## src/rtl/mips_mc_controller.sv

```systemverilog
// rtl/mips_mc_controller.sv - multicycle MIPS control FSM with ALU operation decode
module mips_mc_controller #(
    parameter int OP_WIDTH         = 6,
    parameter int FUNCT_WIDTH      = 6,
    parameter int ALUControl_WIDTH = 3
) (
    input  logic                        clk,
    input  logic                        rst_n,
    input  logic [OP_WIDTH-1:0]         Op,
    input  logic [FUNCT_WIDTH-1:0]      Funct,
    input  logic                        zero,
    output logic [ALUControl_WIDTH-1:0] ALUControl,
    output logic                        ALUSrcA,
    output logic [1:0]                  ALUSrcB,
    output logic [1:0]                  PCSrc,
    output logic                        IorD,
    output logic                        IRWrite,
    output logic                        MemWrite,
    output logic                        RegWrite,
    output logic                        RegDst,
    output logic                        MemtoReg,
    output logic                        PCEn
);

    localparam logic [OP_WIDTH-1:0] OP_RTYPE = OP_WIDTH'(6'b000000);
    localparam logic [OP_WIDTH-1:0] OP_LW    = OP_WIDTH'(6'b100011);
    localparam logic [OP_WIDTH-1:0] OP_SW    = OP_WIDTH'(6'b101011);
    localparam logic [OP_WIDTH-1:0] OP_BEQ   = OP_WIDTH'(6'b000100);
    localparam logic [OP_WIDTH-1:0] OP_ADDI  = OP_WIDTH'(6'b001000);
    localparam logic [OP_WIDTH-1:0] OP_J     = OP_WIDTH'(6'b000010);

    localparam logic [FUNCT_WIDTH-1:0] FN_ADD = FUNCT_WIDTH'(6'b100000);
    localparam logic [FUNCT_WIDTH-1:0] FN_SUB = FUNCT_WIDTH'(6'b100010);
    localparam logic [FUNCT_WIDTH-1:0] FN_AND = FUNCT_WIDTH'(6'b100100);
    localparam logic [FUNCT_WIDTH-1:0] FN_OR  = FUNCT_WIDTH'(6'b100101);
    localparam logic [FUNCT_WIDTH-1:0] FN_SLT = FUNCT_WIDTH'(6'b101010);

    typedef enum logic [3:0] {
        S_FETCH,
        S_DECODE,
        S_MEMADR,
        S_MEMRD,
        S_MEMWB,
        S_MEMWR,
        S_EXECUTE,
        S_ALUWB,
        S_BEQEX,
        S_ADDIEX,
        S_ADDIWB,
        S_JEX
    } state_t;

    state_t state_q, state_d;

    logic [1:0] alu_op;
    logic       pc_write;
    logic       branch;
    logic [2:0] alu_ctl;

    always_ff @(posedge clk or negedge rst_n) begin
        if (!rst_n) begin
            state_q <= S_FETCH;
        end else begin
            state_q <= state_d;
        end
    end

    // Unrecognised opcodes fall back to FETCH so the FSM can never wedge.
    always_comb begin
        state_d = S_FETCH;
        case (state_q)
            S_FETCH:  state_d = S_DECODE;
            S_DECODE: begin
                case (Op)
                    OP_LW, OP_SW: state_d = S_MEMADR;
                    OP_RTYPE:     state_d = S_EXECUTE;
                    OP_BEQ:       state_d = S_BEQEX;
                    OP_ADDI:      state_d = S_ADDIEX;
                    OP_J:         state_d = S_JEX;
                    default:      state_d = S_FETCH;
                endcase
            end
            S_MEMADR:  state_d = (Op == OP_SW) ? S_MEMWR : S_MEMRD;
            S_MEMRD:   state_d = S_MEMWB;
            S_EXECUTE: state_d = S_ALUWB;
            S_ADDIEX:  state_d = S_ADDIWB;
            default:   state_d = S_FETCH;
        endcase
    end

    always_comb begin
        ALUSrcA  = 1'b0;
        ALUSrcB  = 2'b00;
        PCSrc    = 2'b00;
        IorD     = 1'b0;
        IRWrite  = 1'b0;
        MemWrite = 1'b0;
        RegWrite = 1'b0;
        RegDst   = 1'b0;
        MemtoReg = 1'b0;
        alu_op   = 2'b00;
        pc_write = 1'b0;
        branch   = 1'b0;
        case (state_q)
            S_FETCH: begin
                ALUSrcB  = 2'b01;
                IRWrite  = 1'b1;
                pc_write = 1'b1;
            end
            S_DECODE:  ALUSrcB = 2'b11;
            S_MEMADR: begin
                ALUSrcA = 1'b1;
                ALUSrcB = 2'b10;
            end
            S_MEMRD:   IorD = 1'b1;
            S_MEMWB: begin
                MemtoReg = 1'b1;
                RegWrite = 1'b1;
            end
            S_MEMWR: begin
                IorD     = 1'b1;
                MemWrite = 1'b1;
            end
            S_EXECUTE: begin
                ALUSrcA = 1'b1;
                alu_op  = 2'b10;
            end
            S_ALUWB: begin
                RegDst   = 1'b1;
                RegWrite = 1'b1;
            end
            S_BEQEX: begin
                ALUSrcA = 1'b1;
                alu_op  = 2'b01;
                PCSrc   = 2'b01;
                branch  = 1'b1;
            end
            S_ADDIEX: begin
                ALUSrcA = 1'b1;
                ALUSrcB = 2'b10;
            end
            S_ADDIWB:  RegWrite = 1'b1;
            S_JEX: begin
                PCSrc    = 2'b10;
                pc_write = 1'b1;
            end
            default: ;
        endcase
    end

    // zero is consumed combinationally; the datapath samples PCEn at the edge.
    assign PCEn = pc_write | (branch & zero);

    always_comb begin
        alu_ctl = 3'b010;
        case (alu_op)
            2'b01: alu_ctl = 3'b110;
            2'b10: begin
                case (Funct)
                    FN_ADD:  alu_ctl = 3'b010;
                    FN_SUB:  alu_ctl = 3'b110;
                    FN_AND:  alu_ctl = 3'b000;
                    FN_OR:   alu_ctl = 3'b001;
                    FN_SLT:  alu_ctl = 3'b111;
                    default: alu_ctl = 3'b010;
                endcase
            end
            default: alu_ctl = 3'b010;
        endcase
    end

    assign ALUControl = ALUControl_WIDTH'(alu_ctl);

endmodule

```

## config.mk

```make
export PLATFORM = sky130hd
export DESIGN_NAME = mips_mc_controller
export DESIGN_NICKNAME = d
export VERILOG_FILES = /design/src/rtl/mips_mc_controller.sv
export SDC_FILE = /design/constraint.sdc
export NUM_CORES = 1
export LEC_CHECK = 0
export CORE_MARGIN = 2
export CORE_UTILIZATION = 36
export DETAILED_ROUTE_END_ITERATION = 10
export PLACE_DENSITY = 0.76
export SYNTH_ARGS = -nofsm -noshare
export SYNTH_HDL_FRONTEND = slang
export SYNTH_SLANG_ARGS = --single-unit
```

## constraint.sdc

```tcl
create_clock -name clk -period 3.5 [get_ports clk]
set_input_delay 0.7 -clock clk [delete_from_list [all_inputs] [get_ports clk]]
set_output_delay 0.7 -clock clk [all_outputs]
set_load 0.1 [all_outputs]
```

# Word-level counts from Yosys, hierarchy flattened
# Index checks and enable logic that the tools add are counted.
[classes]
n_eq_ne = 22
muxes = 17
n_bitwise = 2
reduce_logical = 8
[op_table]
columns = ["operator", "count"]
rows = [
  ["equality test 6 bit (second input constant)", 6],
  ["case mux 4 bit (6 select lines)", 1],
  ["case mux 4 bit (5 select lines)", 1],
  ["equality test 4 x 3 -> 1 bit (second input constant)", 4],
  ["equality test 4 bit (second input constant)", 4],
  ["case mux 3 bit (4 select lines)", 1],
  ["two-way mux 1 bit", 9],
  ["equality test 4 x 2 -> 1 bit (second input constant)", 2],
  ["case mux 2 bit (2 select lines)", 2],
  ["OR reduction 2 bit", 4],
  ["equality test 6 x 2 -> 1 bit (second input constant)", 1],
  ["equality test 6 x 3 -> 1 bit (second input constant)", 1],
  ["equality test 6 x 4 -> 1 bit (second input constant)", 1],
  ["zero test 6 bit", 1],
  ["case mux 2 bit (3 select lines)", 1],
  ["case mux 3 bit (2 select lines)", 1],
  ["equality test 4 x 1 -> 1 bit (second input constant)", 1],
  ["zero test 4 bit", 1],
  ["OR reduction 4 bit", 1],
  ["two-way mux 3 bit", 1],
  ["OR reduction 3 bit", 1],
  ["equality test 2 x 1 -> 1 bit (second input constant)", 1],
  ["equality test 2 bit (second input constant)", 1],
  ["AND 1 bit", 1],
  ["OR 1 bit", 1],
]
[word_totals]
regBits = 4
inputBits = 15
out_inout_bits = 15

# Depth between registers and ports, before layout
# Gate-level depths: netlist (run 1).
[logic_depth]
word_depth = 4
depth_mapped = 8
mapped_depth_nobuf = 7

# Worst setup path after synthesis (run 1)
# OpenSTA, ideal clock, no wires.
[synth_path]
path_type = "register to output"
startpoint = "register state_q[3]"
endpoint = "output ALUControl[0]"
arrival_ps = 4419
required_time_ps = 2800
slack_ps = -1619
stages_incl_launch_ff = 9
n_path_buf = 1
cell_sequence = "dfrtp_1 clkbuf_1 nand2b_1 nor3_1 inv_1 ha_1 nor4bb_1 nand3_1 o21ai_0"
[synth_via]
elab_chain_len = 4
[synth_lines]
columns = ["item", "line_no", "text"]
rows = [
  ["from (decl)", "53", "state_t state_q, state_d;"],
  ["from (signal assigned)", "64", "state_q <= state_d;"],
  ["equality test 4 bit or equality test 4 x 3 -> 1 bit (tied branches)", "104", "case (state_q)"],
  ["case mux 2 bit (2 select lines) (*)", "104", ""],
  ["equality test 2 bit or equality test 2 x 1 -> 1 bit (tied branches)", "156", "case (alu_op)"],
  ["case mux 3 bit (2 select lines) (*)", "156", ""],
  ["to (decl)", "12", "output logic [ALUControl_WIDTH-1:0] ALUControl,"],
]
# Mark *: on every way between the ends. The rest lies on a longest branch, timed or not.

# Worst setup path in the final report (run 1)
[layout_path]
startpoint = "register state_q[2]"
endpoint = "output ALUControl[0]"
# The elaborated chain is that of the path after synthesis.

==> metrics.yaml, run 1 <==
synth_top_cell_area_share_pct: 20.3
required_ps: 2800
grt_max_degree: 15
hpwl_mm: 1.09
clk_latency_ps: 240
powerDensity_nw_per_um2: 840
clock_skew_ps: 2.30
largest_reg_flops: 4
post_cts_buffers: 0
holdPathEnd: "state_q[0]$_DFF_PN0_"
ioPinCount: 30
synth-seq-area-share_pct: 20.3
clk_path_buf_depth: 2
worst_pin_slew_ps: 393
async_flop_share_pct: 100
gp_congestion: 0.751
yosys.cell_types.count: 30
stdcell_count: 116
crit_start: "state_q[2]$_DFF_PN0_"
timing.rr.start: "state_q[1]$_DFF_PN0_"
worstSetupPathType: "flop to output pin"
period_needed_ps: 3020
cts_resized: 0
utilization_pct: 64.8
die_w_um: 41.1
worstPathMaxFanout: 12
firstDrtPassIters: 4
cts.sinks: 4
floorplan.initialDensity_pct: 38.5
cp.arrival_ps: 2320
tns_ps: 0
rr_endpoint: "state_q[0]$_DFF_PN0_"
place_inst: 113
cp-start-kind: "flop"
synth_nets: 88
drt_iter0_drc: 3
power_leakage_nw: 0.344
nFillCells: 121
yosys_warnings: 0
final_area_um2: 833
outcome: "complete, no violations"
grt-ovfl-total: 0
htree_levels: 1
placed_area_um2: 811
setup-violations-final: 0
relSlewSlack_pct: 73.8
final_cell_mix: "buf_4 (15), clkdlybuf4s50_1 (14), nor2_1 (10), nand2_1 (6), nor3_1 (6)"
finalHoldViolCount: 0
die_h_um: 41.1
min_path_cells: 1
syn2layout_area_growth_pct: 68.6
synth-main-ff-cell: "dfrtp_1"
wl_per_cell_um: 11.6
ctsHoldBuffers: 0
end_kind: "output pin"
drv_slew: 0
cap_violations: 0
n_antenna_cell: 0
power_mw: 0.700
io_buffers: 29
clk_pin_slew_worst_paths_ps: 40
grt_usage_pct: 19.1
final_nets: 120
routed_wl_mm: 1.35
drc: 0
cts_inserted_buffers: 3
via_per_inst: 5.36
die_area_um2: 1690
ant_nets: 0
top_register: "state_q"
rsz0062_at_grt: "false"
first_global_vias: 489
ys_ff_latch: 4
row_count: 13
grt_pass1_wl_mm: 2.04
min_from: "state_q[3]$_DFF_PN0_"
synth_edf_count: 0
cts_tree: "done"
fin_crit_sh_pct: 86.2
drive_gt1_share_pct: 26.7
antenna_found_initial: 0
yosys.area.top_type: "dfrtp_1"
ir_drop_mv: 0.664
r2r.worst_path.cells: 3
clock-root-buffer: "clkbuf_4"
syn_avg_cell_area_um2: 6.96
routed-via-count: 622
r2r_slack_ps: 2230
netlist_area_um2: 494
synth.area.top_cells: "dfrtp_1 (20%), nor2_1 (8.4%), nor3_1 (7.1%)"
max_freq_mhz: 331
core_area_um2: 1280
reg_top3: "state_q (4)"
final_common_cell: "buf_4"
syn-instance-count: 71
hp-class: "flop to flop"
-- area by class of cell --
class | instances | area (um2) | area share, %
multi-input cells | 60 | 388 | 46.5
repair buffers | 31 | 293 | 35.1
flip-flops and latches | 4 | 100 | 12.0
clock buffers | 3 | 22.5 | 2.70
well taps | 15 | 18.8 | 2.25
inverters | 3 | 11.3 | 1.35
-- cells by family (layout without fill, tap and decap cells) --
group	count (synthesis)	in the layout	synth area share (%)
buffers and inverters	7	37	5.32
and+or+nand+nor	42	42	45.3
DFF	4	4	20.3
adders and majority gates	2	2	5.06
AOI/OAI and AO/OA	14	14	20.5
xor gates and xnor gates	2	2	3.54
-- worst max-delay path, cell delays in order (launching register included) --
cell and delay [ps]:
dfrtp_1 570, nand2b_1 310, nor3_4 60, inv_1 60, ha_1 170, nor4bb_1 390
nand3_1 120, o21ai_0 160, buf_12 220
-- Yosys cell counts, types with 2 or more instances --
cell / number
nor3_1: 7
nand2_1: 6
inv_1: 3
dfrtp_1: 4
nand2b_1: 4
nand3_1: 3
nor2_1: 11
a21oi_1: 5
ha_1: 2
o21ai_0: 2
and3_1: 2
clkbuf_1: 4
-- through the flow --
| stage | setup slack (ps) | hold WS (ps) |
|---|---|---|
| 3_3_place_gp | 805 | 619 |
| 6_report | 483 | 630 |
| 5_1_grt | 330 | 658 |
| 3_5_place_dp | 760 | 624 |
| 4_1_cts | 512 | 625 |
| 2_1_floorplan | -596 | 404 |
-- layer usage --
layer | global-route usage [%] | part of all wire [%]
met2 | 28.9 | 45
met1 | 22.6 | 46
met4 | 10.0 | 2.1
met5 | 0 | 0
met3 | 8.15 | 7.1
-- power by group --
part	internal (mW)	switching [mW]	total (mW)	leakage (nW)
clock	0.0384	0.0207	0.0591	0.0138
sequential	0.0586	0.0288	0.0874	0.0531
combinational	0.131	0.422	0.553	0.278
total	0.228	0.471	0.700	0.344
-- how the worst max path moves through the flow --
stage                          endpoint  slack (ps)  cells past startpoint
final                     ALUControl[0]         480                      8
after CTS                 ALUControl[0]         510                      8
after global placement    ALUControl[0]         810                      5
after detailed placement  ALUControl[0]         760                      5
after floorplan           ALUControl[0]        -600                      6
after global routing      ALUControl[0]         330                      8
(Power assumes the default switching activity.)
==> run 2: changes to the inputs <==
--- a/config.mk
+++ b/config.mk
@@ -5,10 +5,12 @@
 export SDC_FILE = /design/constraint.sdc
 export NUM_CORES = 1
 export LEC_CHECK = 0
-export CORE_MARGIN = 2
-export CORE_UTILIZATION = 36
+export CORE_AREA = 2 2 39 41
 export DETAILED_ROUTE_END_ITERATION = 10
-export PLACE_DENSITY = 0.76
+export DIE_AREA = 0 0 41 43
+export DONT_BUFFER_PORTS = 1
+export MAX_ROUTING_LAYER = met4
+export PLACE_DENSITY = 0.49
 export SYNTH_ARGS = -nofsm -noshare
 export SYNTH_HDL_FRONTEND = slang
 export SYNTH_SLANG_ARGS = --single-unit
==> metrics.yaml, run 2 (synthesis gave the netlist of run 1 again) <==
outcome: "complete, no violations"
reg_top3: "state_q (4)"
drc: 0  # unchanged
grt_max_degree: 13  # -2
switching_share_pct: 66.0  # -1.3 points
top_register: "state_q"
clockPowerShare_pct: 7.9  # -0.5 points
rsz0062_at_grt: "false"
final_cell_mix: "buf_4 (14), nor2_1 (7), nand2_1 (6)"
r2r_slack_ps: 2140  # -90 ps
cts.sinks: 4  # unchanged
path_cells: "nand2_1 > nor2_1 > ha_1 > nor4bb_1 > nand3_1 > o21ai_2"
clk_latency_ps: 240  # about the same
routed_wl_mm: 1.25  # -7.4%
htree_levels: 1  # unchanged
required_ps: 2800  # about the same
crit_slowest_cell: "dfrtp_1"
largest_reg_flops: 4  # unchanged
drt_iter0_drc: 15  # +12
worst_pin_slew_ps: 1080  # +684 ps
clock-root-buffer: "clkbuf_4"
hp-class: "input pin to async pin"
via_per_inst: 5.45  # +1.7%
ioPinCount: 30  # unchanged
r2r.worst_path.cells: 3  # unchanged
antenna_found_initial: 0  # unchanged
floorplan.initialDensity_pct: 35.7  # -2.7 points
ant_nets: 0  # unchanged
powerDensity_nw_per_um2: 985  # +17%
max_freq_mhz: 315  # -5.1%
ir_drop_mv: 0.531  # -20%
final_common_cell: "buf_4"
die_h_um: 43  # +4.8%
io_buffers: 0  # -100%
die_w_um: 41  # -0.12%
cap_violations: 0  # unchanged
period_needed_ps: 3180  # +161 ps
die_area_um2: 1760  # +4.6%
placed_area_um2: 718  # -11%
clock_skew_ps: 5.61  # +3.31 ps
grt-ovfl-total: 0  # unchanged
hpwl_mm: 1.01  # -6.9%
n_antenna_cell: 0  # unchanged
core_area_um2: 1380  # +7.7%
worstPathMaxFanout: 12  # unchanged
p_comb_share_pct: 79.1  # about the same
cp-start-kind: "flop"
power_frac_seq_pct: 12.9  # +0.4 points
p_int_mw: 0.248  # +8.6%
max_stage_delay_ps: 630  # +60 ps
firstDrtPassIters: 4  # unchanged
grt_usage_pct: 16.9  # -2.3 points
gp_congestion: 0.700  # -6.8%
syn2layout_area_growth_pct: 49.9
cts_resized: 0  # unchanged
rr_endpoint: "state_q[0]$_DFF_PN0_"
cts_tree: "done"
worst-path-buf-inv: 0  # -2
final_area_um2: 741  # -11%
path_delay_family: "simple AND/OR/NAND/NOR gates"
grt_pass1_wl_mm: 1.99  # -2.0%
final_nets: 105  # -13%
power_switching_mw: 0.482  # +2.2%
fin_crit_sh_pct: 90.8  # +4.6 points
routed-via-count: 556  # -11%
first_global_vias: 512  # +4.7%
utilization_pct: 53.5  # -11 points
post_cts_buffers: 0  # unchanged
cp.arrival_ps: 2480  # +160 ps
row_count: 14  # +1
clk_pin_slew_worst_paths_ps: 40  # about the same
drv_slew: 0  # unchanged
power_leakage_nw: 0.303  # -12%
end_kind: "output pin"
drive_gt1_share_pct: 40.7  # +14 points
setup-violations-final: 0  # unchanged
ctsHoldBuffers: 0  # unchanged
relSlewSlack_pct: 28.2  # -46 points
cts_inserted_buffers: 3  # unchanged
timing.rr.start: "state_q[1]$_DFF_PN0_"
wl_per_cell_um: 12.2  # +5.3%
worstSetupPathType: "flop to output pin"
clk_path_buf_depth: 2  # unchanged
finalHoldViolCount: 0  # unchanged
## run 2: metrics by stage
stage | worst slack [ps] | power, mW | std cells | setup TNS [ps] | hold slack (ps)
finish | 322 | 0.730 | 102 | 0 | 154
global route | 93.3 | 0.768 | 102 | 0 | 141
CTS | 317 | 0.734 | 102 | 0 | 148
detailed placement | 600 | 0.674 | 99 | 0 | 404
global placement | 660 | 0.674 | 99 | 0 | 404
floorplan | -596 | 0.522 | 71 | -681 | 404
## run 2: cell type report
type	instances	area, um2
multi-input combinational	60	432
timing repair buffer	16	155
clock buffer	3	22.5
inverter	3	11.3
fill	141	643
sequential	4	100
tap	16	20.0
## run 2: worst max path at each step
stage / from / end / slack [ps] / depth (start not counted)
floorplan: state_q[0]$_DFF_PN0_ / ALUControl[0] / -600 / 6
detailed placement: state_q[2]$_DFF_PN0_ / ALUControl[0] / 600 / 6
global placement: state_q[2]$_DFF_PN0_ / ALUControl[0] / 660 / 6
CTS: state_q[2]$_DFF_PN0_ / ALUControl[0] / 320 / 6
global route: state_q[2]$_DFF_PN0_ / ALUControl[0] / 90 / 6
finish: state_q[2]$_DFF_PN0_ / ALUControl[0] / 320 / 6
## run 2: layer usage
metal	routed length [um]	vias to the layer above	global-route usage [%]	part of all wire [%]
met5	0	-	-	0
met4	14	0	6.00	1.1
met3	127	2	6.28	10
met2	556	26	22.8	45
met1	550	238	22.6	44
li1	-	290	-	-
## run 2: worst reg2reg max path, delay by kind of cell, from the launching register on
family | cells | cell delay, ps
DFF | 1 | 460
and+or+nand+nor | 1 | 380
buffers and inverters | 1 | 220
AOI/OAI and AO/OA | 1 | 210
## run 2: power by group through the flow
stage | Combinational [mW] | Clock [mW] | Sequential, mW
3_3_place_gp | 0.580 | 0 | 0.0943
2_1_floorplan | 0.451 | 0 | 0.0706
4_1_cts | 0.580 | 0.0598 | 0.0936
6_report | 0.577 | 0.0578 | 0.0945
3_5_place_dp | 0.580 | 0 | 0.0939
5_1_grt | 0.606 | 0.0656 | 0.0968
==> patch: new RTL, config.mk and constraints of run 1 <==
Set the parameter `FUNCT_WIDTH` to 12 (it was 6).
--- a/src/rtl/mips_mc_controller.sv
+++ b/src/rtl/mips_mc_controller.sv
@@ -3,3 +3,3 @@
     parameter int OP_WIDTH         = 6,
-    parameter int FUNCT_WIDTH      = 6,
+    parameter int FUNCT_WIDTH      = 12,
     parameter int ALUControl_WIDTH = 3
Interface: changed (resized Funct); port bits go from 30 to 36. No check against the original RTL was run, so the function may have changed too.
==> patch against run 1 <==
Clock skew grew 0.00068 ns. Sequential cell count unchanged. Non-clock buffer count grew 4. Synthesized area grew 18%. Clock power decreased by 6.6%. Utilization fell by 1.1 points. Total power rose by 15%. Worst setup slack better by 0.20 ns. Combinational power up 12%. Die area up 16%. Design area grew 15%. Sequential power is 50% higher. Routed wire length is 15% higher. Critical endpoint is now ALUControl[1]. Largest cell class unchanged. Largest power group unchanged.
==> patch: results (changes against run 1) <==
first-pass GRT wire length 2.46 mm (+21%); syn avg cell area 7.38 um^2 (+6.0%); sequential fraction of the synthesis area 17.2% (-3.1 points); Nets 136 (+13%); Commonest cells post-synth 10 x nand3_1, 8 x nor3_1, 7 x nor2_1; Syn Nets 102 (+16%); top cells by area, synth dfrtp_1 17%, nand3_1 8.6%, nor3_1 6.9%, nor2_1 4.5%, xor2_1 4.5%; fin. max-slew vios 0 (unchanged); number of buffers added on ports 35 (+21%); leakage power 0.000371 uW (+7.8%); initial drt markers 17 (+14); Overall Global Routing Usage 16.6% (-2.5 points); Max rail drop VDD 0.610 mV (-8.1%); Setup Skew 0.00298 ns (+0.000681 ns); Worst Max-Slew Pin Slew 0.601 ns (+0.208 ns); total core area 0.00151 mm^2 (+17%); run status finished, final reports clean; Internal 246 uW (+7.7%); hpwl dp 1.27 mm (+17%); GPL Wtd Cong 0.773 (+2.9%); Post-DP Area 938 um^2 (+16%); drt total wl 1.55 mm (+15%); drt via density 5.66 (+5.6%); share of layout cells above drive strength 1 23.4% (-3.3 points); crit-path max FO 3 (-9); CTS H-tree depth 1 (unchanged); vias in the first global route 606 (+24%); hold crit path type in2async; DP Worst Slack 0.683 ns (-0.0772 ns); Avg WL per Cell 12.2 um (+5.3%); Antenna Cells 0 (unchanged); largest net degree at the start of global routing 18 (+3); Placed Cells 124 (+9.7%)
[patch: cell families (layout without fill, tap and decap cells)]
| kind of cell | after synthesis | count (layout) | share of synthesized area, % |
|---|---|---|---|
| AO/OA/AOI/OAI | 13 | 13 | 16.3 |
| buffers and inverters | 11 | 43 | 8.37 |
| AND/OR/NAND/NOR | 45 | 45 | 47.9 |
| XOR/XNOR | 4 | 4 | 6.01 |
| flip-flops | 4 | 4 | 17.2 |
| adder cells (fa/ha/maj) | 2 | 2 | 4.29 |
[patch: final cells by class]
type	count	area [um^2]
multi-input combinational	64	462
sequential	4	100
tap	16	20.0
timing repair buffer	35	338
inverter	5	18.8
clock buffer	3	22.5
fill	128	546
[patch: power groups by stage]
stage	clock network, uW	logic (uW)	registers [uW]
after floorplan	0	557	72.5
after global placement	0	620	129
after detailed placement	0	624	130
after CTS	56.9	624	129
after global routing	62.6	648	136
final	55.2	621	131
[patch: path summary, 6_finish.rpt]
kind	startpoint	slack, ns	endpoint
max	Funct[4]	0.68	ALUControl[1]
min	rst_n	0.67	state_q[3]$_DFF_PN0_
max reg2reg	state_q[0]$_DFF_PN0_	2.16	state_q[1]$_DFF_PN0_
min reg2reg	state_q[3]$_DFF_PN0_	0.70	state_q[0]$_DFF_PN0_
max in group asynchronous	rst_n	2.67	state_q[1]$_DFF_PN0_
min in group clk	state_q[3]$_DFF_PN0_	0.70	state_q[0]$_DFF_PN0_
[patch: metal layers]
layer | vias up | share of wire [%] | global-route usage [%]
met5 | - | 0 | 0
met1 | 335 | 41 | 17.8
li1 | 357 | - | -
met3 | 0 | 5.5 | 2.45
met2 | 27 | 54 | 31.8
met4 | 0 | 0 | 7.27
[patch: critical path, stage by stage]
cell             delay, ns
clkdlybuf4s50_1       0.44
nor4b_4               0.33
nand3_1               0.11
a211o_1               0.30
buf_4                 0.23
